[config.mk]
export PLATFORM = sky130hd
export DESIGN_NAME = out_port_sched
export DESIGN_NICKNAME = d
export VERILOG_FILES = /design/src/rtl/out_port_sched.sv
export SDC_FILE = /design/constraint.sdc
export NUM_CORES = 1
export LEC_CHECK = 0
export BUFFER_PORTS_ARGS = -buffer_cell sky130_fd_sc_hd__buf_4
export CORE_MARGIN = 2
export CORE_UTILIZATION = 30
export CTS_CLUSTER_SIZE = 12
export DETAILED_ROUTE_END_ITERATION = 12
export GPL_TIMING_DRIVEN = 1
export PLACE_DENSITY = 0.61
export SYNTH_ARGS = -nofsm -noshare
export SYNTH_HDL_FRONTEND = slang
export SYNTH_SLANG_ARGS = --single-unit
[constraint.sdc]
create_clock -name sys_clk -period 6.4 [get_ports sys_clk]
set_input_delay 0.32 -clock sys_clk [delete_from_list [all_inputs] [get_ports sys_clk]]
set_output_delay 0.32 -clock sys_clk [all_outputs]
set_load 0.01 [all_outputs]
[src/rtl/out_port_sched.sv]
// Output-port packet scheduler: picks one whole packet by header priority
// (round-robin on ties), pops it word by word and drives the port registers.
module out_port_sched #(
  parameter int N_SRC = 3,
  parameter int DW    = 8,
  parameter int PRI_W = 4
) (
  input  logic                sys_clk,
  input  logic                sys_rst,
  input  logic [N_SRC-1:0]    src_vld,
  input  logic [N_SRC-1:0]    src_sop,
  input  logic [N_SRC-1:0]    src_eop,
  input  logic [N_SRC*DW-1:0] src_data,
  output logic [N_SRC-1:0]    src_rd_en,
  input  logic                out_ready,
  output logic                rd_sop,
  output logic                rd_eop,
  output logic                rd_vld,
  output logic [DW-1:0]       rd_data,
  output logic [N_SRC-1:0]    gnt,
  output logic                busy,
  output logic [15:0]         pkt_cnt
);

  localparam int IW = (N_SRC > 1) ? $clog2(N_SRC) : 1;

  typedef enum logic {IDLE = 1'b0, XFER = 1'b1} state_t;

  state_t           state_r, state_nxt_s;
  logic [N_SRC-1:0] gnt_r, gnt_nxt_s;
  logic [IW-1:0]    g_idx_r, g_idx_nxt_s;
  logic [IW-1:0]    last_r, last_nxt_s;
  logic [15:0]      pkt_cnt_r, pkt_cnt_nxt_s;
  logic             busy_r;
  logic             rd_sop_r, rd_eop_r, rd_vld_r;
  logic [DW-1:0]    rd_data_r;

  logic [N_SRC-1:0] req_s;
  logic [N_SRC-1:0] src_rd_en_s;
  logic             win_found_s;
  logic [IW-1:0]    win_idx_s;
  logic [PRI_W-1:0] best_pri_s;
  int               idx_v;
  logic             pop_s;
  logic             head_sop_s, head_eop_s;
  logic [DW-1:0]    head_data_s;

  assign req_s = src_vld & src_sop;

  // Arbiter: scan last+1, last+2, ... and keep only a strictly higher priority,
  // so the first requester in round-robin order wins among equals.
  always_comb begin
    win_found_s = 1'b0;
    win_idx_s   = {IW{1'b0}};
    best_pri_s  = {PRI_W{1'b0}};
    idx_v       = 0;
    for (int k = 1; k <= N_SRC; k++) begin
      idx_v = (int'(last_r) + k) % N_SRC;
      if (req_s[idx_v] && (!win_found_s || (src_data[idx_v*DW+4 +: PRI_W] > best_pri_s))) begin
        win_found_s = 1'b1;
        win_idx_s   = IW'(idx_v);
        best_pri_s  = src_data[idx_v*DW+4 +: PRI_W];
      end else begin
        win_found_s = win_found_s;
      end
    end
  end

  // Pop strobe for the granted queue
  always_comb begin
    src_rd_en_s = {N_SRC{1'b0}};
    if (state_r == XFER) begin
      src_rd_en_s = gnt_r & src_vld & {N_SRC{out_ready}};
    end else begin
      src_rd_en_s = {N_SRC{1'b0}};
    end
  end

  assign pop_s       = |src_rd_en_s;
  assign head_sop_s  = src_sop[g_idx_r];
  assign head_eop_s  = src_eop[g_idx_r];
  assign head_data_s = src_data[int'(g_idx_r)*DW +: DW];

  // Next-state logic: grant in IDLE, release after the eop word is popped
  always_comb begin
    state_nxt_s   = state_r;
    gnt_nxt_s     = gnt_r;
    g_idx_nxt_s   = g_idx_r;
    last_nxt_s    = last_r;
    pkt_cnt_nxt_s = pkt_cnt_r;
    case (state_r)
      IDLE: begin
        if (win_found_s) begin
          state_nxt_s = XFER;
          gnt_nxt_s   = {{(N_SRC-1){1'b0}}, 1'b1} << win_idx_s;
          g_idx_nxt_s = win_idx_s;
        end else begin
          gnt_nxt_s = {N_SRC{1'b0}};
        end
      end
      XFER: begin
        if (pop_s && head_eop_s) begin
          state_nxt_s   = IDLE;
          gnt_nxt_s     = {N_SRC{1'b0}};
          last_nxt_s    = g_idx_r;
          pkt_cnt_nxt_s = pkt_cnt_r + 16'd1;
        end else begin
          state_nxt_s = XFER;
        end
      end
      default: begin
        state_nxt_s = IDLE;
        gnt_nxt_s   = {N_SRC{1'b0}};
      end
    endcase
  end

  // State, grant and output registers
  always_ff @(posedge sys_clk or negedge sys_rst) begin
    if (!sys_rst) begin
      state_r   <= IDLE;
      gnt_r     <= {N_SRC{1'b0}};
      g_idx_r   <= {IW{1'b0}};
      last_r    <= IW'(N_SRC - 1);
      pkt_cnt_r <= 16'd0;
      busy_r    <= 1'b0;
      rd_vld_r  <= 1'b0;
      rd_sop_r  <= 1'b0;
      rd_eop_r  <= 1'b0;
      rd_data_r <= {DW{1'b0}};
    end else begin
      state_r   <= state_nxt_s;
      gnt_r     <= gnt_nxt_s;
      g_idx_r   <= g_idx_nxt_s;
      last_r    <= last_nxt_s;
      pkt_cnt_r <= pkt_cnt_nxt_s;
      busy_r    <= (state_nxt_s == XFER);
      rd_vld_r  <= pop_s;
      if (pop_s) begin
        rd_sop_r  <= head_sop_s;
        rd_eop_r  <= head_eop_s;
        rd_data_r <= head_data_s;
      end else begin
        rd_sop_r  <= 1'b0;
        rd_eop_r  <= 1'b0;
        rd_data_r <= rd_data_r;
      end
    end
  end

  assign src_rd_en = src_rd_en_s;
  assign gnt       = gnt_r;
  assign busy      = busy_r;
  assign pkt_cnt   = pkt_cnt_r;
  assign rd_vld    = rd_vld_r;
  assign rd_sop    = rd_sop_r;
  assign rd_eop    = rd_eop_r;
  assign rd_data   = rd_data_r;

endmodule

==> reports/summary.txt <==
ys flop type -> dfrtp_1
CTS buffer count -> 5
number of flops mapped to enable cells by yosys -> 0
Fillers -> 897
endpoints failing setup -> 0
Post-Route Skew -> 0.00733 ns
fin area -> 3380 um2
CP max-delay cell -> dfstp_2
syn_area_per_cell -> 8.93 um2
Synth top area share -> 0.314
Slew HR -> 0.431
Horiz. Die Dim -> 99.0 um
maximum VDD drop -> 0.167 mV
final setup margin -> 1.08 ns
largest net degree at the start of global routing -> 36
CP startpoint kind -> flop
final hold violation count -> 0
Worst Setup SP -> last_r[1]$_DFFE_PN1P_
Critical Path Fanout Max -> 22
Ports -> 70
sequential fraction of the synthesis area -> 0.324
reg2reg start -> last_r[1]$_DFFE_PN1P_
via density per instance -> 5.22
initial antenna violation count -> 0
Pins Over Slew Limit -> 0
Post-synth ARST share -> 1.00
Die Ht -> 99.0 um
total power -> 1550 uW
CTS tree -> yes
WP buf/inv -> 1
flop2flop setup slack -> 1.08 ns
dominant cells by area after synthesis -> dfrtp_1, ha_1, nand2_1
Vias -> 2488
final setup TNS -> 0 ns
clk sinks -> 35
Worst-Margin Slew -> 0.853 ns
drt drc -> 0
max incr delay on CP -> 0.58 ns
WHS -> 0.334 ns
Min Clock Period, post-route -> 5.32 ns
post-synthesis cell area -> 2710 um2
total wire length -> 7.08 mm
Post-DRT Antenna Nets -> 0
CP required -> 6.55 ns
DRT Pass-1 Iters -> 4
1st-iter DRT viols -> 69
# diodes -> 0
Worst path top cell family by delay -> compound AO/OA/AOI/OAI gates
Syn Inst Count -> 303
floorplan core area -> 8720 um2
flops & latches, synth -> 35
H-Tree Depth -> 2
vias in the first global route -> 2519
commonest non-fill, non-tap cell in the layout -> buf_4
r2r endpoint -> g_idx_r[0]$_DFFE_PN0P_
Power per Cell Area -> 459 nW/um2
Initial Utilization -> 0.310
Overflow after GRT -> 0
commonest cells after routing, fill and taps aside -> buf_4, nand2_1, dfrtp_1, a21oi_1, nor2_1
Routed WL per cell -> 14.9 um
Max-Cap Viols -> 0
unrepaired setup endpoints after global routing -> no
synth unique cells -> 58
Worst-Skew Late Latency -> 0.28 ns
Synth warnings -> 0
CTS clk-pin slew, worst paths -> 0.07 ns
first-pass GRT wire length -> 11.9 mm
Net Count, Synth -> 356
Area Overhead vs Synth -> 24.8%
cell leakage power -> 0.00157 uW
final worst-path cycle share -> 0.831
R2R depth -> 19
Yosys top cell by area -> dfrtp_1
Max Freq -> 188 MHz
CP arrival -> 5.47 ns
clock buffer depth -> 2
crit path capture -> g_idx_r[0]$_DFFE_PN0P_
status -> completed
WP depth -> 19
Post-CTS Resized -> 0
HP Class -> input port to flop
placed instance area -> 3290 um2
IO buf count -> 69
die area -> 9800 um2
RePlAce Congestion -> 0.922
Crit. End Element -> flop
row count -> 34
critical path cell sequence -> inv_1 -> ha_1 -> nor2_1 -> a32oi_1 -> a211oi_2 -> nand2_1 -> ha_1 -> nor2b_1 -> o21ai_0 -> a21oi_1 -> o221ai_1 -> mux2_2 -> ha_1 -> a21oi_1 -> a21boi_0 -> o21a_1 -> o21a_1 -> o31ai_1 -> o22ai_1
kind of critical path -> flop to flop
CP dominant cell by count -> ha_1
fin nets -> 421
Total GRT Usage -> 0.149
Detail Placement HPWL -> 5.48 mm
CTS root buffer -> clkbuf_8
layout cells sized above 1 -> 0.276
pre-CTS setup slack -> 1.08 ns
==> cells by family (layout without fill, tap and decap cells) <==
group                      count (synthesis)  in the layout  share of synthesized area
xor gates and xnor gates                  16             16                     0.0518
and+or+nand+nor                          110            110                      0.204
muxes                                     19             19                     0.0740
AOI/OAI and AO/OA                         82             82                      0.223
buffers and inverters                     24             90                     0.0448
DFF                                       35             35                      0.324
adders and majority gates                 17             17                     0.0786
==> per-stage QoR <==
step / utilization / std cells
after floorplan: - / 303
after global placement: 0.377 / 468
after detailed placement: 0.377 / 468
after CTS: 0.387 / 477
after global routing: 0.387 / 477
final: 0.387 / 477
==> area by class of cell <==
cell class	count	area, um2	share of cell area
flip-flops and latches	35	877	0.260
repair buffers	71	536	0.159
clock buffers	7	76.3	0.0226
multi-input cells	244	1710	0.506
inverters	11	41.3	0.0122
clock inverters	1	5.00	0.00148
well taps	108	135	0.0400
==> cell usage after synthesis, drive strengths merged (2+ instances only) <==
cell type   n
inv        11
o21ai      13
xor2        7
xnor2       9
o211ai      3
buf        10
and4        3
and2        5
nand4       7
a22o        8
nor2       26
o21a        8
o22ai       2
nand3       9
mux2i      11
mux2        8
a21oi      24
a21o        3
nand2b      4
o221ai      4
ha         17
nand3b      3
nand2      44
o31ai       2
clkbuf      3
and3        2
a211oi      2
nor3        2
a21boi      2
dfrtp      34
==> how the worst min path moves through the flow <==
stage / from / slack, ns / to / cells after the start
after floorplan: sys_rst / 0.02 / busy$_DFF_PN0_ / 0
after global routing: src_data[8] / 0.35 / rd_data[0]$_DFFE_PN0P_ / 3
after global placement: sys_rst / 0.30 / pkt_cnt[5]$_DFFE_PN0P_ / 1
after detailed placement: sys_rst / 0.30 / pkt_cnt[5]$_DFFE_PN0P_ / 1
after CTS: src_data[8] / 0.33 / rd_data[0]$_DFFE_PN0P_ / 3
final: src_data[8] / 0.33 / rd_data[0]$_DFFE_PN0P_ / 3
==> report_power, final <==
part | total (uW) | switching [uW] | internal [uW]
logic | 1040 | 573 | 463
registers | 365 | 84.6 | 280
clock network | 151 | 74.7 | 76.3
total | 1550 | 733 | 819
==> timing repair <==
item | in CTS | in global routing
hold buffers | 1 | 0
setup buffers | 0 | 0
setup endpoints to repair | 0 | 0
endpoints found under the hold margin | 28 | 0
==> layer usage <==
layer | part of all wire | wire, um | up-vias | track usage
li1 | - | - | 1215 | -
met1 | 0.47 | 3300 | 1199 | 0.202
met2 | 0.48 | 3370 | 66 | 0.243
met3 | 0.049 | 346 | 8 | 0.0298
met4 | 0.0097 | 69 | 0 | 0.0379
met5 | 0 | 0 | - | 0
==> tightest hold or removal path: cells and delay by family <==
kind	cells	cell delay, ns
AOI/OAI and AO/OA	2	0.18
buffers and inverters	1	0.08
==> sequential cells by signal (all words and copies together) (netlist names) <==
name	cells
last_r	2
busy	1
pkt_cnt	16
gnt	3
rd_data	8
rd_eop	1
rd_sop	1
g_idx_r	2
rd_vld	1
(Power assumes the default switching activity.)
